File: src/rtl/yarp_rf_wb_ctrl.sv
// Writeback controller for the register file write port: round-robin EX/LSU
// arbitration, one-cycle write stage, pending-load scoreboard and load credit limit.
module yarp_rf_wb_ctrl #(
    parameter int MAX_OUT = 4,
    parameter int CNT_W   = 5
) (
    input  logic        clk,
    input  logic        reset,
    input  logic        issue_vld_i,
    input  logic [4:0]  issue_rd_i,
    output logic        issue_rdy_o,
    input  logic [4:0]  rs1_addr_i,
    input  logic [4:0]  rs2_addr_i,
    output logic        rs1_busy_o,
    output logic        rs2_busy_o,
    input  logic        ex_vld_i,
    input  logic [4:0]  ex_rd_i,
    input  logic [31:0] ex_data_i,
    output logic        ex_rdy_o,
    input  logic        lsu_vld_i,
    input  logic [4:0]  lsu_rd_i,
    input  logic [31:0] lsu_data_i,
    output logic        lsu_rdy_o,
    output logic        rf_wr_en_o,
    output logic [4:0]  rf_rd_addr_o,
    output logic [31:0] rf_wr_data_o,
    output logic        err_o
);

    typedef enum logic {
        GRANT_EX  = 1'b0,
        GRANT_LSU = 1'b1
    } grant_t;

    grant_t           last_grant;
    logic [31:0]      scoreboard;
    logic [CNT_W-1:0] out_cnt;
    logic             wr_from_lsu;

    logic             ex_go;
    logic             lsu_go;
    logic             issue_go;
    logic [31:0]      set_mask;
    logic [31:0]      clr_mask;
    logic             err_set;

    // On contention the requester that did not win last time gets the port.
    assign ex_rdy_o  = ex_vld_i  & (~lsu_vld_i | (last_grant == GRANT_LSU));
    assign lsu_rdy_o = lsu_vld_i & (~ex_vld_i  | (last_grant == GRANT_EX));

    assign issue_rdy_o = (out_cnt < CNT_W'(MAX_OUT));
    assign rs1_busy_o  = scoreboard[rs1_addr_i];
    assign rs2_busy_o  = scoreboard[rs2_addr_i];

    assign ex_go    = ex_vld_i & ex_rdy_o;
    assign lsu_go   = lsu_vld_i & lsu_rdy_o;
    assign issue_go = issue_vld_i & issue_rdy_o;

    // A pending bit drops only once its load data is actually on the write port,
    // so decode never sees the register as free before the file holds the value.
    always_comb begin
        set_mask = 32'd0;
        clr_mask = 32'd0;
        if (issue_go && (issue_rd_i != 5'd0))
            set_mask = 32'd1 << issue_rd_i;
        if (wr_from_lsu)
            clr_mask = 32'd1 << rf_rd_addr_o;
    end

    assign err_set = (issue_go && (issue_rd_i != 5'd0) && scoreboard[issue_rd_i])
                   || (lsu_go && (out_cnt == '0))
                   || (lsu_go && (lsu_rd_i != 5'd0) && !scoreboard[lsu_rd_i]);

    always_ff @(posedge clk) begin
        if (reset) begin
            last_grant   <= GRANT_EX;
            scoreboard   <= 32'd0;
            out_cnt      <= '0;
            wr_from_lsu  <= 1'b0;
            rf_wr_en_o   <= 1'b0;
            rf_rd_addr_o <= 5'd0;
            rf_wr_data_o <= 32'd0;
            err_o        <= 1'b0;
        end else begin
            if (ex_go || lsu_go) begin
                last_grant   <= lsu_go ? GRANT_LSU : GRANT_EX;
                rf_rd_addr_o <= lsu_go ? lsu_rd_i : ex_rd_i;
                rf_wr_data_o <= lsu_go ? lsu_data_i : ex_data_i;
                rf_wr_en_o   <= lsu_go ? (lsu_rd_i != 5'd0) : (ex_rd_i != 5'd0);
                wr_from_lsu  <= lsu_go && (lsu_rd_i != 5'd0);
            end else begin
                rf_wr_en_o  <= 1'b0;
                wr_from_lsu <= 1'b0;
            end

            scoreboard <= ((scoreboard & ~clr_mask) | set_mask) & ~32'd1;

            // An unmatched LSU response is flagged as an error and the count floors at zero.
            if (issue_go && !lsu_go)
                out_cnt <= out_cnt + 1'b1;
            else if (lsu_go && !issue_go && (out_cnt != '0))
                out_cnt <= out_cnt - 1'b1;

            if (err_set)
                err_o <= 1'b1;
        end
    end

endmodule

File: config.mk
export PLATFORM = sky130hd
export DESIGN_NAME = yarp_rf_wb_ctrl
export DESIGN_NICKNAME = d
export VERILOG_FILES = /design/src/rtl/yarp_rf_wb_ctrl.sv
export SDC_FILE = /design/constraint.sdc
export NUM_CORES = 1
export LEC_CHECK = 0
export CAP_MARGIN = 25
export CORE_MARGIN = 5
export CORE_UTILIZATION = 35
export CTS_CLUSTER_DIAMETER = 50
export DETAILED_ROUTE_END_ITERATION = 10
export HOLD_SLACK_MARGIN = 0.02
export RECOVER_POWER = 50
export SYNTH_ARGS = -nofsm -noshare
export SYNTH_HDL_FRONTEND = slang
export SYNTH_SLANG_ARGS = --single-unit
File: constraint.sdc
create_clock -name clk -period 4 [get_ports clk]
set_clock_uncertainty 0.15 [all_clocks]
set_input_delay 0.8 -clock clk [delete_from_list [all_inputs] [get_ports clk]]
set_output_delay 0.8 -clock clk [all_outputs]
set_load 0.05 [all_outputs]
==> flow_metrics.tcl, run 1 <==
set metrics [dict create \
    status "finished with violations" \
    violations "max-capacitance violations, max-slew violations" \
    die_x_um 121.3 \
    first_pass_iters 5 \
    p_int_uw 1695 \
    synth_flop_cell "dfxtp_1" \
    switching_share 0.3313 \
    fmax_mhz 260.5 \
    ys_types 50 \
    io_pins 138 \
    avgSynthCellArea_um2 8.446 \
    cts_setup_buffers 0 \
    synthSimpleGateAreaFrac 0.2544 \
    fin_setup_tns_ns 0 \
    rsz0062_at_grt "false" \
    seqPwrFrac 0.352 \
    cts_root_buffer "clkbuf_16" \
    gp_congestion 0.9658 \
    ant_nets 0 \
    antenna_cells 0 \
    crit_arrival_ns 2.89 \
    async_flop_share 0 \
    ys_ff_latch 77 \
    drc 0 \
    clk_path_buf_depth 2 \
    synth-xor-area-share 0.008085 \
    crit_type "in2out" \
    finalNonFillerCells 804 \
    cts_tree "yes" \
    syn_inst 513 \
    cts_made_buffers 9 \
    cellPowerDensity_nw_per_um2 412.7 \
    place_hpwl_um 11490 \
    clkPwrFrac 0.335 \
    synth_top_family_by_area "simple AND/OR/NAND/NOR gates" \
    yosys_warnings 0 \
    grt_pass1_wl_um 24180 \
    layout-drive-gt1-share 0.1101 \
    drv_cap 1 \
    antenna_found_initial 0 \
    dieArea_um2 14710 \
    vias_per_cell 5.485 \
    hold_class "reg2reg" \
    post-route-min-period_ns 3.839 \
    synth_fa_ha_area_frac 0.01328 \
    setup_violations 0 \
    routed-via-count 4410 \
    synth_compound_area_frac 0.1219 \
    tightest_slew_ns 1.974 \
    numPlacedInstances 788 \
    port_buffers 137 \
    cts.clk_slew.worst_paths_ns 0.05 \
    peakVddDrop_uv 199.6 \
    grt_pass1_vias 4480 \
    p_leak_uw 0.002294 \
    synth_edf_count 0 \
    drt-initial-drc-count 301 \
    final_nets 729 \
    fillers 1135 \
    critPathMaxFanout 9 \
    worstSkewPairLatency_ns 0.34 \
    grt_util_all_layers 0.2141 \
    holdBufCountCts 0 \
    hold_viol 0 \
    start_util 0.3592 \
    core_area_um2 12060 \
    postRouteWirelength_um 15380 \
    cts_resized 0 \
    slew_violations 45 \
    endpoint_kind "output pin" \
    start_kind "primary input" \
    ys_seq_area_frac 0.3558 \
    wire_per_inst_um 19.13 \
    critPathRequiredTime_ns 3.05 \
    grt_max_degree 45 \
    power_switching_uw 839.8 \
    fp.dieH_um 121.3 \
    overflow 0 \
    relSlewSlack -0.3158 \
    cts_htree_levels 3 \
    synthMuxAreaShare 0.2042 \
    syn_area_um2 4333 \
    row_count 40 \
    area.growth.synth_to_final_pct 41.76 \
    synth_nets 611 \
    fin_crit_sh 0.9597 \
    combPwrFrac 0.313 \
    cts.sink_count 77 \
]
through the flow:
step           worst slack (ns)  cell area, um2  hold WS (ns)    util  total power [uW]
5_1_grt                 0.09699            6142        0.3674  0.5092              2657
2_1_floorplan            0.5936            4333        0.3282       -              1404
6_report                 0.1612            6142        0.3451  0.5092              2535
4_1_cts                  0.1496            6146        0.3502  0.5095              2557
3_5_place_dp             0.1521            5834        0.3403  0.4837              1704
3_3_place_gp             0.1838            5834        0.3320  0.4837              1691
power by group through the flow:
| stage | Combinational [uW] | Clock [uW] | Sequential [uW] |
|---|---|---|---|
| 2_1_floorplan | 392 | 0 | 1010 |
| 6_report | 794 | 848 | 893 |
| 4_1_cts | 800 | 865 | 892 |
| 5_1_grt | 856 | 900 | 901 |
| 3_3_place_gp | 785 | 0 | 906 |
| 3_5_place_dp | 795 | 0 | 908 |
per-layer routing:
layer  track usage  vias to the layer above  wire (um)
li1              -                     2082          -
met1        0.2744                     2092       6354
met2        0.3324                      187       7122
met3       0.05501                       49       1248
met4        0.1106                        0        656
met5             0                        -          0
final cells by class:
type / instances / area, um2 / share of cell area
clock inverter: 4 / 55.05 / 0.008963
timing repair buffer: 146 / 1445 / 0.2353
multi-input combinational: 391 / 2611 / 0.4251
tap: 168 / 210.2 / 0.03422
clock buffer: 12 / 256.5 / 0.04176
inverter: 6 / 22.52 / 0.003667
sequential: 77 / 1541 / 0.2510
worst max-delay path: stages:
cell and delay, ns:
clkdlybuf4s50_1 0.51, buf_12 0.14, mux4_2 0.51, mux4_2 0.47, mux2_2 0.27, buf_4 0.19
worst paths after layout:
check / cells past startpoint / from / end / slack [ns]
worst max register to register: 10 / out_cnt[2]$_SDFFE_PP0P_ / out_cnt[4]$_SDFFE_PP0P_ / 1.62
worst min-delay path: 2 / rf_wr_data_o[26]$_SDFFE_PP0N_ / rf_wr_data_o[26]$_SDFFE_PP0N_ / 0.35
worst max-delay path: 6 / rs1_addr_i[0] / rs1_busy_o / 0.16
worst min register to register: 2 / rf_wr_data_o[26]$_SDFFE_PP0N_ / rf_wr_data_o[26]$_SDFFE_PP0N_ / 0.35
synth_stat cells (3+ instances only):
| master | n | area (um2) |
|---|---|---|
| a21oi_1 | 37 | 185.2 |
| buf_2 | 6 | 30.03 |
| clkbuf_1 | 30 | 112.6 |
| dfxtp_1 | 77 | 1541 |
| ha_1 | 3 | 37.54 |
| inv_1 | 6 | 22.52 |
| mux2_2 | 6 | 67.56 |
| mux2i_1 | 10 | 100.1 |
| mux4_1 | 5 | 131.4 |
| mux4_2 | 26 | 585.6 |
| nand2_1 | 43 | 161.4 |
| nand2b_1 | 3 | 18.77 |
| nand3_1 | 6 | 30.03 |
| nand3b_1 | 5 | 37.54 |
| nor2_1 | 124 | 465.5 |
| nor2b_1 | 3 | 18.77 |
| nor3_1 | 7 | 35.03 |
| nor4_1 | 35 | 219.0 |
| o21ai_0 | 36 | 180.2 |
| or2_2 | 6 | 37.54 |
sequential cells by signal, indices dropped and copies added (netlist names):
register and count:
rf_wr_data_o 32, scoreboard 31, out_cnt 5, rf_rd_addr_o 5, err_o 1, last_grant 1, rf_wr_en_o 1, wr_from_lsu 1
cells by family after synthesis:
| logic type | after synthesis |
|---|---|
| AO/OA/AOI/OAI | 94 |
| XOR/XNOR | 4 |
| adder cells (fa/ha/maj) | 4 |
| buffers and inverters | 45 |
| flip-flops | 77 |
| multiplexers | 47 |
| AND/OR/NAND/NOR | 242 |
cells in the final DEF, fill, tap and decap left out, types with 5 or more instances in the layout:
master           count
nor2_1             124
clkdlybuf4s50_1    123
dfxtp_1             77
nand2_1             43
a21oi_1             37
o21ai_0             36
nor4_1              35
mux4_2              26
mux2i_1             10
buf_4               10
clkbuf_16            9
dlygate4sd3_1        9
nor3_1               7
inv_1                6
mux2_2               6
nand3_1              6
or2_2                6
nand3b_1             5
mux4_1               5
Note: power is estimated with default switching activity, not from simulation.
==> inputs of run 2 (changes only) <==
Settings changed: ABC_AREA set to 1, CORE_UTILIZATION 35 to 47, PLACE_DENSITY set to 0.79, RECOVER_POWER 50 to 25.
==> flow_metrics.tcl, run 2 <==
set metrics [dict create \
    setup_violations 0 \
    async_flop_share 0 \
    grt_pass1_vias 5622 \
    switching_share 0.3819 \
    gp_congestion 0.9856 \
    cts_tree "yes" \
    multi_input_area_um2 2784 \
    cts_setup_buffers 0 \
    syn_inst 794 \
    yosys_warnings 0 \
    layout-drive-gt1-share 0.03433 \
    routed-via-count 5839 \
    synth_most_common_cell "nand2_1" \
    p_leak_uw 0.002521 \
    min_from "rf_wr_data_o[29]$_SDFFE_PP0N_" \
    grt_max_degree 43 \
    relSlewSlack -0.03847 \
    seqPwrFrac 0.397 \
    port_buffers 137 \
    synth_nets 892 \
    violations "max-capacitance violations, max-slew violations" \
    synth_edf_count 0 \
    wire_per_inst_um 16.40 \
    ys_ff_latch 77 \
    holdBufCountCts 0 \
    preCtsSetupSlack_ns 0.3000 \
    cts_root_buffer "clkbuf_8" \
    fmax_mhz 263.5 \
    placed_area_um2 6208 \
    overflow 0 \
    start_util 0.4738 \
    crit_type "in2out" \
    cellPowerDensity_nw_per_um2 356.6 \
    final_cell_mix "nand2_1, clkdlybuf4s50_1, o21ai_0, a21oi_1, dfxtp_1" \
    crit_arrival_ns 2.85 \
    cp_cell_sequence "clkdlybuf4s50_1, inv_1, o21ai_0, a21oi_1, a21oi_1, o21ai_0, nand3_1, and2_1, buf_12" \
    antenna_found_initial 0 \
    cts_htree_levels 3 \
    cts.sink_count 77 \
    ys_seq_area_frac 0.3194 \
    tightest_slew_ns 1.558 \
    drv_cap 1 \
    endpoint_kind "output pin" \
    grt_util_all_layers 0.2713 \
    cts.clk_slew.worst_paths_ns 0.07 \
    slowest_stage "clkdlybuf4s50_1" \
    dieArea_um2 12390 \
    ant_nets 0 \
    cp_top_family "buffers and inverters" \
    layout_setup_ws_ns 0.2048 \
    hold_viol 0 \
    critPathBufInv 3 \
    synth_flop_cell "dfxtp_1" \
    cts_made_buffers 9 \
    slew_violations 42 \
    syn_area_um2 4826 \
    hold_class "reg2reg" \
    combPwrFrac 0.380 \
    antenna_cells 0 \
    grt_pass1_wl_um 27760 \
    cts_resized 0 \
    largest_register_ffs 32 \
    final_nets 997 \
    rsz0062_at_grt "false" \
    post-route-min-period_ns 3.795 \
    vias_per_cell 5.620 \
    avgSynthCellArea_um2 6.078 \
    power_switching_uw 864.8 \
    row_count 37 \
    drt-initial-drc-count 682 \
    first_pass_iters 8 \
    drc 0 \
    critPathMaxFanout 20 \
    critPathRequiredTime_ns 3.05 \
    synthTopCellsByCount "nand2_1, o21ai_0, a21oi_1" \
    cpPeakStageDelay_ns 0.61 \
    postRouteWirelength_um 17040 \
    fin_crit_sh 0.9488 \
    r2r_start "last_grant$_SDFFE_PP0N_" \
    regMostFlops "rf_wr_data_o" \
    ys_types 33 \
    p_int_uw 1399 \
    fp.dieH_um 111.3 \
    design_area_um2 6350 \
    startpoint "rs2_addr_i[0]" \
    io_pins 138 \
    peakVddDrop_uv 227.9 \
    die_x_um 111.3 \
    clk_path_buf_depth 2 \
    place_hpwl_um 12520 \
    utilization 0.6235 \
    synthTopCellsByArea "dfxtp_1, nand2_1, o21ai_0" \
    fillers 963 \
    area.growth.synth_to_final_pct 31.58 \
    synth_top_area_frac 0.3194 \
    clkPwrFrac 0.223 \
    final_common_cell "nand2_1" \
    synth_top_area_cell "dfxtp_1" \
    fin_setup_tns_ns 0 \
    p_total_uw 2264 \
    register_area_um2 1541 \
    worstSkewPairLatency_ns 0.35 \
    status "finished with violations" \
    start_kind "primary input" \
    core_area_um2 10180 \
    reg_top3 "rf_wr_data_o x32, scoreboard x31" \
]
[run 2: cell count changes after synthesis, moves of 9 or more]
cell     previous run  this run
nand2_1            43       239
nor2_1            124        30
o21ai_0            36       114
a21oi_1            37       102
inv_1               6        61
nand3_1             6        61
nor4_1             35         1
mux4_2             26         0
buf_2               6        19
mux2i_1            10         0
nor3_1              7        16
[run 2: kinds of logic (layout without fill, tap and decap cells)]
| logic type | count (synthesis) | in the layout | synth area share |
|---|---|---|---|
| XOR/XNOR | 2 | 2 | 0.003630 |
| AO/OA/AOI/OAI | 230 | 230 | 0.2481 |
| adder cells (fa/ha/maj) | 4 | 4 | 0.01193 |
| AND/OR/NAND/NOR | 364 | 364 | 0.3161 |
| flip-flops | 77 | 77 | 0.3194 |
| buffers and inverters | 117 | 226 | 0.1009 |
[run 2: power groups by stage]
stage | sequential [uW] | clock (uW) | combinational (uW)
3_3_place_gp | 911 | 0 | 842
3_5_place_dp | 915 | 0 | 856
5_1_grt | 907 | 551 | 950
6_report | 900 | 504 | 860
4_1_cts | 898 | 519 | 863
2_1_floorplan | 1010 | 0 | 467
[run 2: worst paths after layout]
check / end / slack, ns / depth (start not counted)
max: rs2_busy_o / 0.20 / 9
min: rf_wr_data_o[29]$_SDFFE_PP0N_ / 0.31 / 2
max reg2reg: out_cnt[4]$_SDFFE_PP0P_ / 1.12 / 8
min reg2reg: rf_wr_data_o[29]$_SDFFE_PP0N_ / 0.31 / 2
[run 2: worst min-delay path, stage by stage, from the launching register on]
cell     delay [ns]
dfxtp_1        0.31
nand2_1        0.06
a21oi_1        0.05
[run 2: routing by layer]
metal,up-vias,global-route usage,part of all wire
met5,-,0,0
met4,0,0.1200,0.036
met3,62,0.09130,0.13
met2,360,0.4254,0.45
met1,2585,0.3397,0.39
li1,2832,-,-
[run 2: final cells by class]
class | count | area share
clock buffer | 13 | 0.02345
clock inverter | 2 | 0.001576
inverter | 67 | 0.03980
multi-input combinational | 600 | 0.4384
sequential | 77 | 0.2428
tap | 136 | 0.02680
timing repair buffer | 144 | 0.2272
[run 2: through the flow]
step / hold WS (ns) / instances
3_5_place_dp: 0.3050 / 1024
2_1_floorplan: 0.3038 / 794
6_report: 0.3121 / 1039
5_1_grt: 0.3332 / 1039
4_1_cts: 0.3164 / 1039
3_3_place_gp: 0.2983 / 1024
==> inputs of run 3 (changes only) <==
Settings changed: ABC_CLOCK_PERIOD_IN_PS set to 4000, MAX_ROUTING_LAYER set to met4.
==> flow_metrics.tcl, run 3 (synthesized netlist as in run 2, its figures left out) <==
set metrics [dict create \
    status "complete, no violations" \
    hold_viol 0 \
    die_x_um 111.3 \
    antenna_found_initial 0 \
    crit_arrival_ns 2.77 \
    worstSkewPairLatency_ns 0.34 \
    wire_per_inst_um 16.10 \
    cts_made_buffers 9 \
    grt_util_all_layers 0.2734 \
    grt_max_degree 40 \
    drv_cap 0 \
    area.growth.synth_to_final_pct 31.68 \
    postRouteWirelength_um 16730 \
    antenna_cells 0 \
    final_cell_mix "nand2_1, o21ai_0, clkdlybuf4s50_1, a21oi_1, dfxtp_1" \
    hold_class "reg2reg" \
    io_pins 138 \
    cts.sink_count 77 \
    post-route-min-period_ns 3.723 \
    register_area_um2 1541 \
    setup_violations 0 \
    peakVddDrop_uv 247.1 \
    ff2ff_path_depth 10 \
    start_kind "primary input" \
    rsz0062_at_grt "false" \
    slew_violations 0 \
    final_common_cell "nand2_1" \
    crit_type "in2out" \
    min_from "rf_wr_data_o[22]$_SDFFE_PP0N_" \
    r2r_setup_slack_ns 1.72 \
    cellPowerDensity_nw_per_um2 352.6 \
    whs_ns 0.3133 \
    ant_nets 0 \
    regMostFlops "rf_wr_data_o" \
    overflow 0 \
    critPathRequiredTime_ns 3.05 \
    min_to "rf_wr_data_o[22]$_SDFFE_PP0N_" \
    numPlacedInstances 1025 \
    cts_resized 0 \
    cts_htree_levels 3 \
    cts_setup_buffers 0 \
    reg_top3 "rf_wr_data_o x32, scoreboard x31" \
    cts.clk_slew.worst_paths_ns 0.07 \
    drt-initial-drc-count 538 \
    first_pass_iters 5 \
    fmax_mhz 268.6 \
    largest_register_ffs 32 \
    final_nets 998 \
    grt_pass1_wl_um 27340 \
    place_hpwl_um 12510 \
    gp_congestion 0.9783 \
    endpoint_kind "output pin" \
    vias_per_cell 5.549 \
    finalNonFillerCells 1039 \
    critPathMaxFanout 20 \
    relSlewSlack 0.4461 \
    timing.rr.end "out_cnt[4]$_SDFFE_PP0P_" \
    port_buffers 137 \
    routed-via-count 5765 \
    drc 0 \
    utilization 0.6240 \
    r2r_start "out_cnt[2]$_SDFFE_PP0P_" \
    tightest_slew_ns 0.8279 \
    start_util 0.4738 \
    fin_crit_sh 0.9309 \
    core_area_um2 10180 \
    fillers 946 \
    layout-drive-gt1-share 0.03765 \
    multi_input_area_um2 2790 \
    cts_root_buffer "clkbuf_8" \
    fin_setup_tns_ns 0 \
    row_count 37 \
    clk_path_buf_depth 2 \
    grt_pass1_vias 5564 \
    dieArea_um2 12390 \
    cts_tree "yes" \
    holdBufCountCts 0 \
    p_leak_uw 0.002551 \
    whs_path_depth 2 \
    fp.dieH_um 111.3 \
]
run 3: changes by cell type in the layout (fill, tap and decap cells not counted), sizes merged:
cell / before / now
inv: 62 / 63
buf: 11 / 13
dlygate4sd3: 10 / 20
clkdlybuf4s50: 122 / 112
clkbuf: 14 / 11
run 3: layout make-up:
type / count / area share
clock buffers: 11 / 0.02067
clock inverters: 3 / 0.002363
inverters: 67 / 0.03977
multi-input cells: 600 / 0.4391
flip-flops and latches: 77 / 0.2426
well taps: 136 / 0.02678
repair buffers: 145 / 0.2288
run 3: worst max-delay path: stages:
cell             delay (ns)
clkdlybuf4s50_1        0.68
inv_1                  0.31
o21ai_0                0.27
a21oi_1                0.06
o21ai_0                0.17
nand3_1                0.09
nand3_1                0.07
and2_1                 0.17
buf_12                 0.15
run 3: how the worst max path moves through the flow:
stage | depth (start not counted) | startpoint | end | slack, ns
floorplan | 7 | rs2_addr_i[0] | rs2_busy_o | 1.14
global placement | 9 | rs2_addr_i[0] | rs2_busy_o | 0.43
detailed placement | 9 | rs2_addr_i[0] | rs2_busy_o | 0.33
CTS | 9 | rs2_addr_i[0] | rs2_busy_o | 0.31
global route | 9 | rs2_addr_i[0] | rs2_busy_o | 0.03
finish | 9 | rs2_addr_i[0] | rs2_busy_o | 0.28
run 3: routing by layer:
layer,global-route usage,up-vias,part of all wire
met4,0.1014,0,0.033
met1,0.3403,2562,0.40
met3,0.07391,47,0.12
met2,0.4262,320,0.44
li1,-,2836,-
met5,-,-,0
run 3: stage by stage:
step                setup slack, ns  power (uW)  cell area (um2)
floorplan                     1.138        1477             4826
global placement             0.4291        1752             6216
detailed placement           0.3280        1776             6216
CTS                          0.3103        2254             6362
global route                0.03455        2380             6355
finish                       0.2765        2241             6355
run 3: report_power, final:
part | internal, uW | switching [uW]
Clock | 216 | 268
Sequential | 831 | 68.3
Combinational | 328 | 529
Total | 1370 | 866
